### src/rtl/dac_cmd_scheduler.sv
// rtl/dac_cmd_scheduler.sv - arbitrates DAC commands from three requesters and splits INC/DEC into rate-limited steps
// Optional level shadow and step clamping: define SCHED_LEVEL_TRACK_EN.
module dac_cmd_scheduler #(
  parameter int MAX_STEP   = 16,
  parameter int GAP_CYCLES = 100
) (
  input  logic        clk,
  input  logic        rst_n,
  input  logic [2:0]  req_valid,
  output logic [2:0]  req_ready,
  input  logic [5:0]  req_op,
  input  logic [23:0] req_amount,
  input  logic        order_full,
  output logic        send_enable,
  output logic        valid_o,
  output logic [7:0]  amount_o,
  output logic        increase_o,
  output logic        decrease_o,
  output logic        on_o,
  output logic        off_o,
  output logic [1:0]  grant_id,
  output logic        busy
`ifdef SCHED_LEVEL_TRACK_EN
  ,
  output logic [11:0] level_o
`endif
);

  typedef enum logic [1:0] {IDLE, ISSUE, GAP} state_t;

  localparam logic [1:0] OP_ON  = 2'b00;
  localparam logic [1:0] OP_INC = 2'b01;
  localparam logic [1:0] OP_DEC = 2'b10;
  localparam logic [1:0] OP_OFF = 2'b11;
  localparam int GW = (GAP_CYCLES < 2) ? 1 : $clog2(GAP_CYCLES + 1);
  localparam logic [GW-1:0] GAP_LOAD = GW'(GAP_CYCLES);
  localparam logic [7:0] MAX_B = 8'(MAX_STEP);

  state_t          state, state_n;
  logic [1:0]      op_q, op_n;
  logic [7:0]      rem_q, rem_n;
  logic [1:0]      grant_q, grant_n;
  logic [1:0]      rr_q, rr_n;
  logic            dac_q, dac_n;
  logic [GW-1:0]   gap_q, gap_n;
  logic            win_vld;
  logic [1:0]      win;
  logic [1:0]      win_op;
  logic [7:0]      win_amt;
  logic            preempt;
  logic [7:0]      step;
`ifdef SCHED_LEVEL_TRACK_EN
  logic [11:0]     level_q, level_n;
  logic [7:0]      room;
`endif

  always_comb begin
    win_vld = |req_valid;
    win     = 2'd0;
    win_op  = req_op[1:0];
    win_amt = req_amount[7:0];
    if (req_valid[0])                      win = 2'd0;
    else if (req_valid[1] && req_valid[2]) win = rr_q;
    else if (req_valid[1])                 win = 2'd1;
    else if (req_valid[2])                 win = 2'd2;
    case (win)
      2'd1:    begin win_op = req_op[3:2]; win_amt = req_amount[15:8];  end
      2'd2:    begin win_op = req_op[5:4]; win_amt = req_amount[23:16]; end
      default: begin win_op = req_op[1:0]; win_amt = req_amount[7:0];   end
    endcase
  end

  // Only a safety OFF may interrupt a command owned by the host or panel.
  assign preempt = (state != IDLE) && (grant_q == 2'd1 || grant_q == 2'd2) &&
                   req_valid[0] && (req_op[1:0] == OP_OFF);

  always_comb begin
    step = (rem_q < MAX_B) ? rem_q : MAX_B;
`ifdef SCHED_LEVEL_TRACK_EN
    room = (op_q == OP_INC) ? 8'((12'd4095 - level_q) >> 4) : 8'(level_q >> 4);
    if (room < step) step = room;
`endif
  end

  always_comb begin
    state_n     = state;
    op_n        = op_q;
    rem_n       = rem_q;
    grant_n     = grant_q;
    rr_n        = rr_q;
    dac_n       = dac_q;
    gap_n       = gap_q;
    req_ready   = 3'b000;
    send_enable = dac_q;
    valid_o     = dac_q;
    on_o        = dac_q;
    amount_o    = 8'd0;
    increase_o  = 1'b0;
    decrease_o  = 1'b0;
    off_o       = 1'b0;
`ifdef SCHED_LEVEL_TRACK_EN
    level_n     = level_q;
`endif
    if (preempt) begin
      req_ready = 3'b001;
      state_n   = ISSUE;
      op_n      = OP_OFF;
      rem_n     = 8'd0;
      grant_n   = 2'd0;
    end else begin
      case (state)
        IDLE: begin
          if (win_vld) begin
            req_ready = 3'b001 << win;
            if (win != 2'd0) rr_n = (win == 2'd1) ? 2'd2 : 2'd1;
            // ON and zero-amount steps only raise the level hold, no pulse.
            if (win_op == OP_ON || (win_op != OP_OFF && win_amt == 8'd0)) begin
              dac_n = 1'b1;
            end else begin
              state_n = ISSUE;
              op_n    = win_op;
              rem_n   = win_amt;
              grant_n = win;
            end
          end
        end
        ISSUE: begin
          if (!order_full) begin
            if (op_q == OP_OFF) begin
              send_enable = 1'b1;
              valid_o     = 1'b1;
              on_o        = 1'b0;
              off_o       = 1'b1;
              dac_n       = 1'b0;
              state_n     = IDLE;
              grant_n     = 2'd3;
`ifdef SCHED_LEVEL_TRACK_EN
              level_n     = 12'd0;
`endif
            end else if (step == 8'd0) begin
              state_n = IDLE;
              grant_n = 2'd3;
            end else begin
              send_enable = 1'b1;
              valid_o     = 1'b1;
              on_o        = 1'b1;
              amount_o    = step;
              increase_o  = (op_q == OP_INC);
              decrease_o  = (op_q == OP_DEC);
              rem_n       = rem_q - step;
              dac_n       = 1'b1;
`ifdef SCHED_LEVEL_TRACK_EN
              level_n = (op_q == OP_INC) ? level_q + {step, 4'b0000}
                                         : level_q - {step, 4'b0000};
`endif
              if (rem_q == step) begin
                state_n = IDLE;
                grant_n = 2'd3;
              end else begin
                state_n = GAP;
                gap_n   = GAP_LOAD;
              end
            end
          end
        end
        GAP: begin
          if (gap_q <= GW'(1)) state_n = ISSUE;
          else                 gap_n   = gap_q - GW'(1);
        end
        default: state_n = IDLE;
      endcase
    end
  end

  always_ff @(posedge clk or negedge rst_n) begin
    if (!rst_n) begin
      state   <= IDLE;
      op_q    <= OP_ON;
      rem_q   <= 8'd0;
      grant_q <= 2'd3;
      rr_q    <= 2'd1;
      dac_q   <= 1'b0;
      gap_q   <= '0;
`ifdef SCHED_LEVEL_TRACK_EN
      level_q <= 12'd0;
`endif
    end else begin
      state   <= state_n;
      op_q    <= op_n;
      rem_q   <= rem_n;
      grant_q <= grant_n;
      rr_q    <= rr_n;
      dac_q   <= dac_n;
      gap_q   <= gap_n;
`ifdef SCHED_LEVEL_TRACK_EN
      level_q <= level_n;
`endif
    end
  end

  assign grant_id = grant_q;
  assign busy     = (state != IDLE);
`ifdef SCHED_LEVEL_TRACK_EN
  assign level_o  = level_q;
`endif

endmodule

### config.mk
export PLATFORM = sky130hd
export DESIGN_NAME = dac_cmd_scheduler
export DESIGN_NICKNAME = d
export VERILOG_FILES = /design/src/rtl/dac_cmd_scheduler.sv
export SDC_FILE = /design/constraint.sdc
export NUM_CORES = 1
export LEC_CHECK = 0
export BUFFER_PORTS_ARGS = -buffer_cell sky130_fd_sc_hd__buf_2
export CAP_MARGIN = 15
export CORE_MARGIN = 2
export CORE_UTILIZATION = 35
export DETAILED_ROUTE_END_ITERATION = 10
export PLACE_DENSITY_LB_ADDON = 0.2
export SLEW_MARGIN = 30
export SYNTH_ARGS = -nofsm -noshare
export SYNTH_HDL_FRONTEND = slang
export SYNTH_SLANG_ARGS = --single-unit
### constraint.sdc
create_clock -name clk -period 8.1 [get_ports clk]
set_input_delay 1.62 -clock clk [delete_from_list [all_inputs] [get_ports clk]]
set_output_delay 1.62 -clock clk [all_outputs]
set_load 0.005 [all_outputs]
==> flow_summary.toml <==
[status]
run_status = "completed"

[cells_and_area]
ff_latch_area_um2 = 604.3
final_design_area_no_fill_um2 = 2288
area_delta_synth_final_pct = 13.53
fillers = 597
design.final.nets = 325
final_layout_size_suffix_gt1_frac = 0.2766
total_area_of_multi_input_combinational_cells_um2 = 1225
post_layout_nonfiller_instances = 354
num_antenna_cells = 0

[synth]
synth_top_cell_by_area = "sky130_fd_sc_hd__dfrtp_1"
synth_top_area_share = 0.2607
post_synth_inst_count = 240
unique_masters_post_synth = 55
yosys_warnings = 0
synth_xor_xnor_area_share = 0.004345
synthTopCellsByArea = "sky130_fd_sc_hd__dfrtp_1, sky130_fd_sc_hd__o21ai_0, sky130_fd_sc_hd__nand2_1"
dominant_synthesized_flop_cell = "sky130_fd_sc_hd__dfrtp_1"
syn-mean-instance-area_um2 = 8.399
synth_fa_ha_area_frac = 0.03724
mappedNetlistArea_um2 = 2016
ys_async_sr_fraction = 1.000
synth-edff-count = 0
synth_top_family_by_area = "compound AO/OA/AOI/OAI gates"
synth.mux.area_fraction = 0.03786
yosys_register_bits = 24
synthSimpleGateAreaFrac = 0.2508
synth-compound-area-share = 0.2700
synth_seq_area_share = 0.2998

[clocking]
cts_buffers = 3
root_buffer = "sky130_fd_sc_hd__clkbuf_8"
cts_hold_buffers = 0
ctsLongestPathBuffers = 2
cts_max_level = 1
worst_setup_hold_path_clk_slew_ns = 0.09
cts_tree = "built"
cts_resized = 0
number_of_setup_buffers_added_after_cts = 0
clk-insertion-delay-late_ns = 0.28
clock_sinks = 24

[route]
amount_of_wire_on_met3_after_detailed_routing_um = 203
detail_route.wl_per_cell_um = 14.59
drc_errors = 0
maxUsedRoutingLayer = "met4"
viasPerCell = 5.342
totalWireLength_mm = 5.165
postRouteAntennaNets = 0
route.vias.total = 1891
first_pass_drt_iterations = 4
drt-met1-wl_mm = 2.521
drt-initial-drc-count = 131
detailroute.wirelength.met2_mm = 2.329

[placed_design]
dp.final_hpwl_mm = 3.955
dp_worst_setup_slack_ns = 3.209
number_of_buffer_cells_added_on_primary_ports = 52
place.gp.congestion = 0.8266
placed_cells_incl_taps = 350
placedInstanceArea_um2 = 2217

[critical_path]
worst_setup_path_start_kind = "input port"
worst_r2r_endpoint = "rem_q[5]"
timing.reg2reg.setup_slack_ns = 4.63
source_of_the_worst_register_to_register_timing_path = "rr_q[0]"
worst-r2r-cell-count = 10
critical_path.max_fanout = 6
critical_path_class = "input port to output pin"
timing.critical_path.required_ns = 6.48
worstSetupEndpointType = "output pin"
critPathArrivalTime_ns = 3.15

[timing]
worst_rel_slew_slack = 0.4271
final_hold_viol_count = 0
tightest_slew_ns = 0.8594
layout_min_cycle_time_ns = 4.771
final.setup.tns_ns = 0
finalSetupViolCount = 0
final.setup.worst_slack_ns = 3.329
largest_clock_skew_in_the_final_design_ns = 0.006694
achievable-frequency_mhz = 209.6
report.final.slew_viol_count = 0
rsz0062_at_grt = "no"
post-route-period-util = 0.5890

[global_route]
globalRouteOverflowTotal = 0
grt_max_degree = 25
grtUsageTotal = 0.1687
antenna_found_initial = 0
vias_in_the_first_global_route = 1810
wire_length_of_the_first_global_routing_pass_mm = 8.473

[floorplan]
die_x_um = 79.89
floorplan.io_pins = 56
die_height_um = 79.89
start_util = 0.3638
die-area_um2 = 6382
site_row_count = 27
core_area_um2 = 5540

[run]
max_cap_violations = 0

[power]
power_density_nw_per_um2 = 342.4
static-leakage-power_nw = 1.040
vdd_drop_max_v = 0.0001467

[min_path]
hp-class = "register to register"
launch_instance_of_the_worst_min_delay_path = "rr_q[0]"
timing.hold.worst_endpoint = "rr_q[0]"
worstHoldPathCells = 2
power breakdown:
group	switching, mW	leakage, nW	internal (mW)
combinational	0.232	0.724	0.188
clock	0.0428	0.0357	0.0662
sequential	0.0740	0.281	0.181
total	0.349	1.04	0.435
worst max-delay path, stage by stage:
cell and delay, ns:
sky130_fd_sc_hd__buf_2 0.12, sky130_fd_sc_hd__nand3_1 0.11, sky130_fd_sc_hd__o21ai_0 0.62, sky130_fd_sc_hd__nor2_1 0.11
sky130_fd_sc_hd__o21ai_0 0.18, sky130_fd_sc_hd__nor2b_1 0.22, sky130_fd_sc_hd__nor2_1 0.05, sky130_fd_sc_hd__buf_2 0.13
per-stage QoR:
stage          utilization  hold slack, ns  power [mW]
6_report            0.4131          0.5001      0.7835
5_1_grt             0.4131          0.5400      0.8609
4_1_cts             0.4131          0.5013      0.7859
3_5_place_dp        0.4002          0.4855      0.6738
3_3_place_gp        0.4002          0.4831      0.6736
2_1_floorplan            -          0.4667      0.5976
cell usage in the layout, fill, tap and decap left out, types with 5 or more instances in the layout:
master                    instances
sky130_fd_sc_hd__o31ai_1          5
sky130_fd_sc_hd__nor3_1           7
sky130_fd_sc_hd__nand2_1         24
sky130_fd_sc_hd__nor2b_1          7
sky130_fd_sc_hd__and3_1           7
sky130_fd_sc_hd__o21ai_0         19
sky130_fd_sc_hd__mux2_2           5
sky130_fd_sc_hd__dfrtp_1         21
sky130_fd_sc_hd__a21oi_1         16
sky130_fd_sc_hd__a31oi_1          6
sky130_fd_sc_hd__nor2_1          21
sky130_fd_sc_hd__inv_1           10
sky130_fd_sc_hd__ha_1             6
sky130_fd_sc_hd__buf_2           52
sky130_fd_sc_hd__nor3b_1          5
final cells by class:
| cell class | instances | area share |
|---|---|---|
| multi-input combinational | 192 | 0.5353 |
| sequential | 24 | 0.2641 |
| timing repair buffer | 52 | 0.1137 |
| tap | 72 | 0.03937 |
| clock buffer | 3 | 0.01804 |
| inverter | 10 | 0.01640 |
| clock inverter | 1 | 0.01312 |
worst max-delay path by stage:
stage	cells after the start	start	to	slack, ns
6_report	8	req_valid[0]	on_o	3.33
5_1_grt	10	req_valid[1]	rem_q[1]	3.10
4_1_cts	8	req_valid[0]	on_o	3.30
3_5_place_dp	10	req_valid[1]	rem_q[2]	3.21
3_3_place_gp	8	req_valid[0]	on_o	3.33
2_1_floorplan	6	req_valid[1]	req_ready[1]	3.85
flip-flops by register name, summed over array words and instances, names as in the netlist:
name / count
gap_q: 7
rr_q: 2
state: 2
op_q: 2
rem_q: 8
dac_q: 1
grant_id: 2
logic make-up (layout without fill, tap and decap cells):
| family | count (synthesis) | after routing |
|---|---|---|
| DFF | 24 | 24 |
| and+or+nand+nor | 94 | 94 |
| AOI/OAI and AO/OA | 80 | 80 |
| buffers and inverters | 26 | 66 |
| other | 2 | 4 |
| xor gates and xnor gates | 1 | 1 |
| muxes | 7 | 7 |
| adders and majority gates | 6 | 6 |
layer usage:
layer	global-route usage	up-vias
met5	0	-
met4	0.06441	0
met3	0.01584	7
met2	0.2775	54
met1	0.2280	866
li1	-	964
synthesized netlist by cell type (all sizes together) (5+ instances only):
| master | instances |
|---|---|
| a21oi | 16 |
| a31oi | 6 |
| and3 | 8 |
| buf | 13 |
| dfrtp | 21 |
| ha | 6 |
| inv | 10 |
| mux2 | 5 |
| nand2 | 24 |
| nor2 | 21 |
| nor2b | 7 |
| nor3 | 7 |
| nor3b | 5 |
| o21ai | 19 |
| o31ai | 5 |
Note: power is estimated with default switching activity, not from simulation.
